`src/rtl/mux_scan_sel.sv`:
```
// Registered N:1 multiplexer with an active-low strobe. It runs in one of two modes:
// MANUAL, where i_sel picks the channel, and SCAN, which steps round-robin over the unmasked channels with a programmable dwell.
module mux_scan_sel #(
  parameter int NUM_CH  = 4,
  parameter int DATA_W  = 1,
  parameter int SEL_W   = $clog2(NUM_CH),
  parameter int DWELL_W = 8
) (
  input  logic                     i_clk,
  input  logic                     i_rst,
  input  logic                     i_g_n,
  input  logic                     i_mode,
  input  logic [SEL_W-1:0]         i_sel,
  input  logic [NUM_CH*DATA_W-1:0] i_data,
  input  logic [NUM_CH-1:0]        i_mask,
  input  logic [DWELL_W-1:0]       i_dwell,
  output logic [DATA_W-1:0]        o_y,
  output logic [SEL_W-1:0]         o_ch,
  output logic                     o_valid,
  output logic                     o_wrap
);

  typedef enum logic [1:0] {ST_IDLE, ST_MANUAL, ST_SCAN} state_e;

  state_e             state_q;
  logic [DATA_W-1:0]  y_q;
  logic [SEL_W-1:0]   ch_q;
  logic               valid_q;
  logic               wrap_q;
  logic               pend_q;
  logic [SEL_W-1:0]   p_q;
  logic [DWELL_W-1:0] cnt_q;

  logic [DATA_W-1:0]  ch [NUM_CH];
  logic [SEL_W-1:0]   nxt_p_d;
  logic [DWELL_W-1:0] cnt_eff;
  logic               adv;
  logic               any_mask;
  logic               sel_ok;

  for (genvar g = 0; g < NUM_CH; g++) begin : g_unpack
    assign ch[g] = i_data[g*DATA_W +: DATA_W];
  end

  // Next unmasked channel strictly after p, wrapping; lands back on p if it is the only one.
  always_comb begin
    int  idx;
    logic found;
    nxt_p_d = p_q;
    found   = 1'b0;
    idx     = 0;
    for (int k = 1; k <= NUM_CH; k++) begin
      idx = (int'(p_q) + k) % NUM_CH;
      if (!found && i_mask[idx[SEL_W-1:0]]) begin
        nxt_p_d = idx[SEL_W-1:0];
        found   = 1'b1;
      end
    end
  end

  // A fresh entry into SCAN counts as the first dwell cycle of the current channel.
  assign cnt_eff  = (state_q == ST_SCAN) ? cnt_q : '0;
  assign adv      = (cnt_eff == i_dwell) || !i_mask[p_q];
  assign any_mask = |i_mask;
  assign sel_ok   = int'(i_sel) < NUM_CH;

  always_ff @(posedge i_clk or posedge i_rst) begin
    if (i_rst) begin
      state_q <= ST_IDLE;
      y_q     <= '0;
      ch_q    <= '0;
      valid_q <= 1'b0;
      wrap_q  <= 1'b0;
      pend_q  <= 1'b0;
      p_q     <= '0;
      cnt_q   <= '0;
    end else if (i_g_n) begin
      state_q <= ST_IDLE;
      y_q     <= '0;
      valid_q <= 1'b0;
      wrap_q  <= 1'b0;
      pend_q  <= 1'b0;
    end else if (!i_mode) begin
      state_q <= ST_MANUAL;
      ch_q    <= i_sel;
      cnt_q   <= '0;
      wrap_q  <= 1'b0;
      pend_q  <= 1'b0;
      y_q     <= sel_ok ? ch[i_sel] : '0;
      valid_q <= sel_ok;
    end else begin
      state_q <= ST_SCAN;
      ch_q    <= p_q;
      if (!any_mask) begin
        y_q     <= '0;
        valid_q <= 1'b0;
        wrap_q  <= 1'b0;
        pend_q  <= 1'b0;
        cnt_q   <= cnt_eff;
      end else begin
        y_q     <= ch[p_q];
        valid_q <= i_mask[p_q];
        // Wrap is flagged at the advance and shown alongside the first sample of the new channel.
        wrap_q  <= pend_q;
        if (adv) begin
          p_q    <= nxt_p_d;
          cnt_q  <= '0;
          pend_q <= (nxt_p_d <= p_q);
        end else begin
          cnt_q  <= cnt_eff + 1'b1;
          pend_q <= 1'b0;
        end
      end
    end
  end

  assign o_y     = y_q;
  assign o_ch    = ch_q;
  assign o_valid = valid_q;
  assign o_wrap  = wrap_q;

endmodule

```
`config.mk`:
```
export PLATFORM = sky130hd
export DESIGN_NAME = mux_scan_sel
export DESIGN_NICKNAME = d
export VERILOG_FILES = /design/src/rtl/mux_scan_sel.sv
export SDC_FILE = /design/constraint.sdc
export NUM_CORES = 1
export LEC_CHECK = 0
export ABC_AREA = 1
export CAP_MARGIN = 10
export CELL_PAD_IN_SITES_DETAIL_PLACEMENT = 1
export CELL_PAD_IN_SITES_GLOBAL_PLACEMENT = 1
export CORE_UTILIZATION = 25
export CTS_BUF_LIST = sky130_fd_sc_hd__clkbuf_2
export DETAILED_ROUTE_END_ITERATION = 10
export PLACE_DENSITY_LB_ADDON = 0.08
export SLEW_MARGIN = 30
export SYNTH_ARGS = -nofsm -noshare
export SYNTH_HDL_FRONTEND = slang
export SYNTH_SLANG_ARGS = --single-unit
```
`constraint.sdc`:
```
create_clock -name i_clk -period 1.8 [get_ports i_clk]
set_input_delay 0.27 -clock i_clk [delete_from_list [all_inputs] [get_ports i_clk]]
set_output_delay 0.27 -clock i_clk [all_outputs]
set_load 0.02 [all_outputs]
```
# ---- Word level (Yosys, flattened, before mapping)
# Index checks and enable logic that the tools add are counted.
dict set report totals {
  register_bits 18
  wordCells 79
}
dict set report classes {
  reduce_logical 10
  bitwise 3
  n_addsub 5
  mux 43
  order_cmp 8
  eq_ne 2
}
# op count
set op_table {}
lappend op_table {{8-bit two-way mux} 4}
lappend op_table {{1-bit two-way mux} 25}
lappend op_table {{2-bit by 3-bit less-than comparator with 1-bit output, second input constant} 5}
lappend op_table {{1-bit binary-select mux with 2-bit select} 7}
lappend op_table {{2-bit two-way mux} 7}
lappend op_table {{8-bit by 1-bit adder with 8-bit output, second input constant} 1}
lappend op_table {{8-bit == test} 1}
lappend op_table {{3-bit >= comparator, second input constant} 2}
lappend op_table {{2-bit inverter with 3-bit output} 2}
lappend op_table {{2-bit by 1-bit adder with 2-bit output, second input constant} 2}
lappend op_table {{2-bit adder, second input constant} 2}
lappend op_table {{1-bit logical NOT} 4}
lappend op_table {{4-bit AND reduction} 1}
lappend op_table {{4-bit OR reduction} 1}
lappend op_table {{1-bit logical AND} 3}
lappend op_table {{2-bit == test, second input constant} 1}
lappend op_table {{2-bit less-or-equal comparator} 1}
lappend op_table {{1-bit logical OR} 1}
lappend op_table {{1-bit inverter} 1}

# ---- Logic depth before layout (Yosys ltp)
# Gate-level depths: netlist of run 1.
dict set report logic_depth {
  ltp_word 18
  mapped_depth 16
}

# ---- Worst setup path after synthesis of run 1
# OpenSTA, ideal clock, no wires.
dict set report synth_path {
  kind {reg-to-reg}
  from {reg p_q[0]}
  to {reg pend_q}
  path_stages_with_launch 12
  synth_period_minus_slack_ps 1843
  slack_ps -43
  setup_time_ps 73
  arrival_ps 1771
  n_path_buf 1
  path_cell_list {dfrtp_1 > buf_6 > o21ai_0 > o21ai_0 > nor2_2 > nand2_1 > nand2_1 > nand2_2 > ha_1 > a21oi_1 > a21oi_1 > nor2_1}
}
dict set report synth_between {
  elab_chain_len 18
  word_cells_on_any_way 34
  cone_classes {add/sub: 4; order compare: 1; mux: 21; reduce/logical: 8}
}
# element line
set synth_rtl {}
lappend synth_rtl {{start, declared} 31} ;# logic [SEL_W-1:0] p_q;
lappend synth_rtl {{start signal, assigned} 106} ;# p_q <= nxt_p_d;
lappend synth_rtl {{2-bit by 1-bit adder with 2-bit output} 53} ;# idx = (int'(p_q) + k) % NUM_CH;
lappend synth_rtl {{1-bit binary-select mux with 2-bit select} 54} ;# if (!found && i_mask[idx[SEL_W-1:0]]) begin
lappend synth_rtl {{1-bit two-way mux (not written as such)} 54}
lappend synth_rtl {{1-bit two-way mux} 54}
lappend synth_rtl {{1-bit logical NOT} 54}
lappend synth_rtl {{1-bit logical AND} 54}
lappend synth_rtl {{1-bit two-way mux} 54}
lappend synth_rtl {{1-bit logical NOT} 54}
lappend synth_rtl {{(+3 left out)} n/a}
lappend synth_rtl {{1-bit logical AND} 54}
lappend synth_rtl {{2-bit two-way mux *} 54}
lappend synth_rtl {{via nxt_p_d[1]} 35} ;# logic [SEL_W-1:0] nxt_p_d;
lappend synth_rtl {{2-bit less-or-equal comparator *} 108} ;# pend_q <= (nxt_p_d <= p_q);
lappend synth_rtl {{1-bit two-way mux *} 105} ;# if (adv) begin
lappend synth_rtl {{1-bit two-way mux *} 94} ;# if (!any_mask) begin
lappend synth_rtl {{1-bit two-way mux *} 83} ;# end else if (!i_mode) begin
lappend synth_rtl {{1-bit two-way mux *} 77} ;# end else if (i_g_n) begin
lappend synth_rtl {{end signal, assigned} 108}
lappend synth_rtl {{end, declared} 30} ;# logic pend_q;
# Mark *: on every way through the listed nets, which the timed path passes. The rest lies on a longest branch. The select of a mux whose other input is x is not followed.
# A chain may end at the register's enable or synchronous reset.

# ---- Worst setup path after layout of run 1
dict set report layout_path {
  from {reg p_q[0]}
  to {reg pend_q}
}
dict set report layout_between {
  elab_chain_len 18
  word_cells_on_any_way 34
  cone_classes {add/sub: 4; order compare: 1; mux: 21; reduce/logical: 8}
}
# element line
set layout_rtl {}
lappend layout_rtl {{2-bit by 1-bit adder with 2-bit output} 53}
lappend layout_rtl {{1-bit binary-select mux with 2-bit select} 54}
lappend layout_rtl {{1-bit two-way mux (not written as such)} 54}
lappend layout_rtl {{1-bit two-way mux} 54}
lappend layout_rtl {{1-bit logical NOT} 54}
lappend layout_rtl {{1-bit logical AND} 54}
lappend layout_rtl {{1-bit two-way mux} 54}
lappend layout_rtl {{1-bit logical NOT} 54}
lappend layout_rtl {{(+2 left out)} n/a}
lappend layout_rtl {{1-bit logical NOT} 54}
lappend layout_rtl {{1-bit logical AND} 54}
lappend layout_rtl {{2-bit two-way mux} 54}
lappend layout_rtl {{2-bit less-or-equal comparator} 108}
lappend layout_rtl {{1-bit two-way mux *} 105}
lappend layout_rtl {{1-bit two-way mux *} 94}
lappend layout_rtl {{1-bit two-way mux *} 83}
lappend layout_rtl {{1-bit two-way mux *} 77}
# Every way passes the cells marked *; elsewhere a longest branch is shown, timed or not. The select of a mux whose other input is x is not followed.

==> results.cfg, run 1 <==
[placement]
dpl_cell_area_um2 = 1932
detailedPlace.worstSlack_ps = -461.5
placed_cell_count = 338
port_buffers = 26
dp_hpwl_um = 3345
place.gp.congestion = 0.7911

[die]
pin_count = 27
dieHeight_um = 76.74
chipWidth_um = 76.74
design.die.area_um2 = 5888
coreArea_um2 = 5238
initial_core_util = 0.2666
core.rowCount = 26

[timing]
setup_viol_count_final = 3
fmax_ghz = 0.5327
relSlewSlack = 0.7987
hold_ws_ps = 258.1
finClkSkew_ps = 16.40
finalMaxSlewViolations = 0
timing.final.ws_setup_ps = -77.32
worst-slew-pin-transition_ps = 299.6
final.period_utilization = 1.043
rsz_0062_raised_after_global_routing = true
final-hold-violation-count = 0
layout_min_cycle_time_ps = 1877

[synthesis]
synth_top_family_by_area = simple AND/OR/NAND/NOR gates
mappedNetlistNets = 242
post_synth_xor_area_fraction = 0.03763
yosysMostFrequentCell = nand2_1
ys_warn_count = 0
synth_enable_flop_cells = 0
post_synth.cell_area_avg_um2 = 6.435
most_frequent_cells_after_synthesis = 76 x nand2_1, 29 x inv_1, 26 x nand3_1
synth_cell_types = 26
yosys_top_cell_area_share = 0.3226
syn-instance-count = 217
synth_async_sr_flop_share = 1.000
synthMuxAreaShare = 0
post_synth_fa_ha_maj_area_fraction = 0.02688
synth-seq-cells = 18
synth_compound_gate_area_share = 0.08154
synth_top_cells_by_area = dfrtp_1 32%, nand2_1 20%, nand3_1 9.3%, inv_1 7.8%, nor2_1 3.5%
post-synth-top-area-cell = dfrtp_1
synth_simple_gate_area_share = 0.4292
yosys_most_used_dff = dfrtp_1
post_synth_instance_area_um2 = 1396
synth_seq_area_share = 0.3226

[global_routing]
initial_antenna_violation_count = 0
global_route.usage.total = 0.1584
grt_max_degree = 19
grt-ovfl-total = 0
grt_pass1_wl_um = 7521
first_global_vias = 1674

[clock_network]
clk-insertion-delay-late_ps = 300
cts_tree = built
clock_tree.buffer_depth = 2
number_of_buffers_created_by_cts = 3
path_clk_slew_ps = 180
cts_max_level = 1
clockRootBuffer = clkbuf_2
numClockSinks = 18

[final_layout]
finish.net_count = 309
final_layout_size_suffix_gt1_frac = 0.3216
fin_util = 0.4269
antenna-diode-count = 0
final_cell_count_no_fill = 353
synthesis_to_layout_area_growth_pct = 60.13
design_area_um2 = 2236

[critical_path]
chain_of_cells_forming_the_critical_path = buf_6, o21ai_4, nand2_4, nand2_4, xor2_2, nand2_2, nand2_2, inv_2, ha_4, inv_2, a21oi_2, a21oi_2, nor2_1
worstPathArrival_ps = 2100
critPathTopFamily = flip-flops
cpMaxStageDelayCell = dfrtp_2
cp.buffers_inverters = 3
worstSetupPathType = register to register
critical_path.endpoint_type = register
worstPathRequired_ps = 2020
slowest_delay_ps = 490
crit_fanout = 4
critical_path.startpoint_type = register

[power_and_ir_drop]
vdd.ir_drop.worst_mv = 0.8147
power_report.internal_total_mw = 1.481
power.share.combinational = 0.741
p_switching_mw = 1.174
clockPowerShare = 0.064
leakage_nw = 1.132
share_seq_of_total_power = 0.194
power.share.switching = 0.4423
power_density_nw_per_um2 = 1188

[run_status]
violated_checks = setup timing
result_of_the_run = finished with violations

[hold_path]
worst_hold_class = input port to async pin

[route]
via_count = 1575
remaining_drc_errors = 0
detail_route.wl_per_cell_um = 12.48
detail_route.vias_per_cell = 4.462
drt_pre_antenna_iters = 4
route.antenna.remaining_nets = 0
drt_iter0_drc = 42
route.final.wire_length_um = 4406

[job]
max_cap_violations = 0
==> registers in the layout, summed over array words and instances (netlist names) <==
name / flops
state_q: 2
o_wrap: 1
cnt_q: 8
p_q: 2
pend_q: 1
o_ch: 2
o_y: 1
o_valid: 1
==> kinds of logic (layout without fill, tap and decap cells) <==
family	after synthesis	in the layout
and+or+nand+nor	135	135
buffers and inverters	35	101
AOI/OAI and AO/OA	20	20
DFF	18	18
xor gates and xnor gates	6	6
adders and majority gates	3	3
==> worst register-to-register path, delay by kind of cell, from the launching register on <==
kind | cells | cell delay (ps)
flops | 1 | 490
simple gates | 5 | 410
compound gates | 3 | 360
buf+inv | 3 | 260
xor+xnor | 1 | 150
fa+ha+maj | 1 | 150
==> cells in the final DEF, fill, tap and decap left out, types with 3 or more instances in the layout <==
master,count
inv_1,25
buf_6,4
dfrtp_1,16
nand4_1,6
nand2_1,64
clkdlybuf4s50_1,26
a21oi_1,4
nor2_1,10
inv_2,6
o21ai_4,3
a21oi_2,3
o21ai_0,4
buf_4,35
clkbuf_2,3
xor2_1,3
nand3_2,3
nand2_2,11
nor2_2,4
nand2_4,9
nand3_1,23
==> worst paths after layout <==
kind                            startpoint       end  slack, ps  depth (start not counted)
worst max-delay path                p_q[0]    pend_q        -80                         13
worst min-delay path                 i_rst  cnt_q[7]        260                          3
worst max register to register      p_q[0]    pend_q        -80                         13
worst min register to register      pend_q    o_wrap        520                          1
max in group asynchronous            i_rst    p_q[0]       1310                          3
min in group i_clk                  pend_q    o_wrap        520                          1
==> stage by stage <==
stage	setup TNS (ps)	total power, mW
finish	-152.0	2.655
global route	-569.8	2.859
CTS	-17.30	2.436
detailed placement	-1250	1.704
global placement	-1020	1.686
floorplan	0	1.199
==> cell type report <==
class	instances	area, um^2
fill	675	3002
multi-input combinational	164	985.9
timing repair buffer	65	568.0
sequential	18	452.9
inverter	32	122.6
tap	70	87.58
clock buffer	3	15.01
clock inverter	1	3.754
==> power by group through the flow <==
stage	Clock [mW]	Sequential (mW)	Combinational, mW
floorplan	0	0.541	0.658
global placement	0	0.539	1.15
detailed placement	0	0.540	1.16
CTS	0.182	0.514	1.74
global route	0.200	0.525	2.13
finish	0.170	0.516	1.97
==> what timing repair did <==
action	in CTS	in global routing
hold buffers	0	0
buffers inserted	8	4
endpoints found under the setup margin	3	11
pin swaps	15	16
resized for setup	32	23
==> routing by layer <==
metal	wire length (um)	global-route usage	share of wire
met4	27	0.04038	0.0061
met1	2064	0.1990	0.47
met3	86	0.01786	0.020
met5	0	0	0
met2	2228	0.2848	0.51
Power figures use the tool's default switching activity.
==> run 2, diff against run 1 <==
--- a/config.mk
+++ b/config.mk
@@ -6,9 +6,10 @@
 export NUM_CORES = 1
 export LEC_CHECK = 0
 export ABC_AREA = 1
-export CAP_MARGIN = 10
+export CAP_MARGIN = 20
 export CELL_PAD_IN_SITES_DETAIL_PLACEMENT = 1
 export CELL_PAD_IN_SITES_GLOBAL_PLACEMENT = 1
+export CORE_ASPECT_RATIO = 1.4
 export CORE_UTILIZATION = 25
 export CTS_BUF_LIST = sky130_fd_sc_hd__clkbuf_2
 export DETAILED_ROUTE_END_ITERATION = 10
==> run 2 against run 1 <==
  * The flow still finishes with violations (setup timing)
  * Clock power up 3%
  * Non-clock buffer count decreased by 4
  * Worst hold slack about the same
  * Final area down 4.0%
  * Global-route usage grew 0.10 points
  * Sequential cell count is the same
  * First-iteration DRC count is 4.8% lower
  * Power shrank 7.7%
  * Setup slack lost 1.9 ps
  * Highest routed layer unchanged
==> results.cfg, run 2 (synthesis results as in run 1) <==
[run_status]
result_of_the_run = finished with violations
violated_checks = setup timing

[final_layout]
layout_commonest_cell = nand2_1
layout.cells.most_common_list = 71 x nand2_1, 31 x buf_4, 26 x clkdlybuf4s50_1
final_cell_count_no_fill = 345
finish.net_count = 305
largest_reg_flops = 8
synthesis_to_layout_area_growth_pct = 53.67
final_layout_size_suffix_gt1_frac = 0.2724
antenna-diode-count = 0
register_containing_the_most_flip_flops_in_the_final_layout = cnt_q

[timing]
worst-slew-pin-transition_ps = 264.9
fmax_ghz = 0.5321
finalMaxSlewViolations = 0
final-hold-violation-count = 0
relSlewSlack = 0.8215
layout_min_cycle_time_ps = 1879
finClkSkew_ps = 5.342
rsz_0062_raised_after_global_routing = true
setup_viol_count_final = 1
final.period_utilization = 1.044
timing.final.ws_setup_ps = -79.17

[critical_path]
slowest_delay_ps = 520
cpMaxStageDelayCell = dfrtp_2
worstSetupPathType = register to register
critical_path.endpoint_type = register
cp.buffers_inverters = 1
rr_startpoint = p_q[0]
reg2regPathDepth = 13
timing.rr.end = pend_q
r2r_slack_ps = -80
critPathTopFamily = simple AND/OR/NAND/NOR gates
crit_fanout = 7
worstPathRequired_ps = 2010
worstPathArrival_ps = 2090
chain_of_cells_forming_the_critical_path = buf_6, nand2_4, nand2_4, nand2_2, nand2_4, nor2_4, nand2_2, nand2_2, nand2_2, ha_4, a21oi_4, a21oi_2, nor2_1
path_common_cell = nand2_2
critical_path.startpoint_type = register

[die]
pin_count = 27
dieHeight_um = 90.43
chipWidth_um = 65.16
coreArea_um2 = 5275
core.rowCount = 31
initial_core_util = 0.2647
design.die.area_um2 = 5892

[power_and_ir_drop]
p_switching_mw = 1.062
share_seq_of_total_power = 0.214
power_density_nw_per_um2 = 1143
power.share.combinational = 0.715
power.share.switching = 0.4331
vdd.ir_drop.worst_mv = 0.9042
leakage_nw = 1.087
power_report.internal_total_mw = 1.390
clockPowerShare = 0.071

[job]
max_cap_violations = 0

[global_routing]
grt-ovfl-total = 0
grt_max_degree = 19
first_global_vias = 1665
grt_pass1_wl_um = 7389
global_route.usage.total = 0.1594
initial_antenna_violation_count = 0

[route]
drt_pre_antenna_iters = 3
route.final.wire_length_um = 4367
route.antenna.remaining_nets = 0
remaining_drc_errors = 0
detail_route.vias_per_cell = 4.580
drt_iter0_drc = 40
via_count = 1580
detail_route.wl_per_cell_um = 12.66

[placement]
placed_cell_count = 331
port_buffers = 26
detailedPlace.worstSlack_ps = -399.4
place.gp.congestion = 0.7356
dp_hpwl_um = 3387

[clock_network]
cts_tree = built
clk-insertion-delay-late_ps = 300
number_of_buffers_created_by_cts = 3
cts_max_level = 1
clockRootBuffer = clkbuf_2
clock_tree.buffer_depth = 2
numClockSinks = 18
cts_hold_repair_buffers = 0
path_clk_slew_ps = 180

[hold_path]
worst_hold_class = input port to async pin
run 2: layout make-up:
class                      instances  area [um^2]
timing repair buffer              61        546.8
inverter                          32        122.6
sequential                        18        452.9
clock buffer                       3        15.01
fill                             705         3129
clock inverter                     1        3.754
multi-input combinational        164        922.1
tap                               66        82.58
run 2: worst max-delay path by stage:
stage                     endpoint  cells after the start      start
after floorplan             pend_q                     14     p_q[1]
after global placement      pend_q                     12  i_mask[3]
after detailed placement    pend_q                     12  i_mask[3]
after CTS                   pend_q                     14     p_q[0]
after global routing        pend_q                     16     p_q[0]
final                       pend_q                     13     p_q[0]
run 2: repair_timing:
| item | in CTS | in global routing |
|---|---|---|
| endpoints found under the setup margin | 7 | 11 |
| pin swaps | 10 | 7 |
| gates resized for setup | 25 | 14 |
| cloned | 0 | 0 |
| buffers inserted | 7 | 3 |
run 2: stage by stage:
step / total power [mW] / TNS (ps) / util / hold WS [ps] / instance area [um^2]
6_report: 2.452 / -79.17 / 0.4068 / 257.8 / 2146
5_1_grt: 2.656 / -264.5 / 0.4068 / 286.7 / 2146
4_1_cts: 2.204 / -85.17 / 0.3918 / 235.1 / 2067
3_5_place_dp: 1.668 / -1101 / 0.3610 / 460.1 / 1904
3_3_place_gp: 1.658 / -807.9 / 0.3610 / 447.5 / 1904
2_1_floorplan: 1.199 / 0 / - / 208.6 / 1396
run 2: power by group through the flow:
stage,combinational [mW],sequential [mW],clock [mW]
2_1_floorplan,0.658,0.541,0
4_1_cts,1.49,0.524,0.192
5_1_grt,1.91,0.537,0.205
6_report,1.75,0.524,0.175
3_5_place_dp,1.13,0.540,0
3_3_place_gp,1.12,0.543,0
run 2: per-layer routing:
layer	global-route usage	wire, um	vias to the layer above
met5	0	0	-
met3	0.007576	54	4
li1	-	-	817
met4	0.05435	63	0
met1	0.1676	1727	742
met2	0.3179	2521	17
run 2: worst min-delay path: stages:
cell and delay [ps]:
clkdlybuf4s50_1 390, inv_1 50, buf_4 250
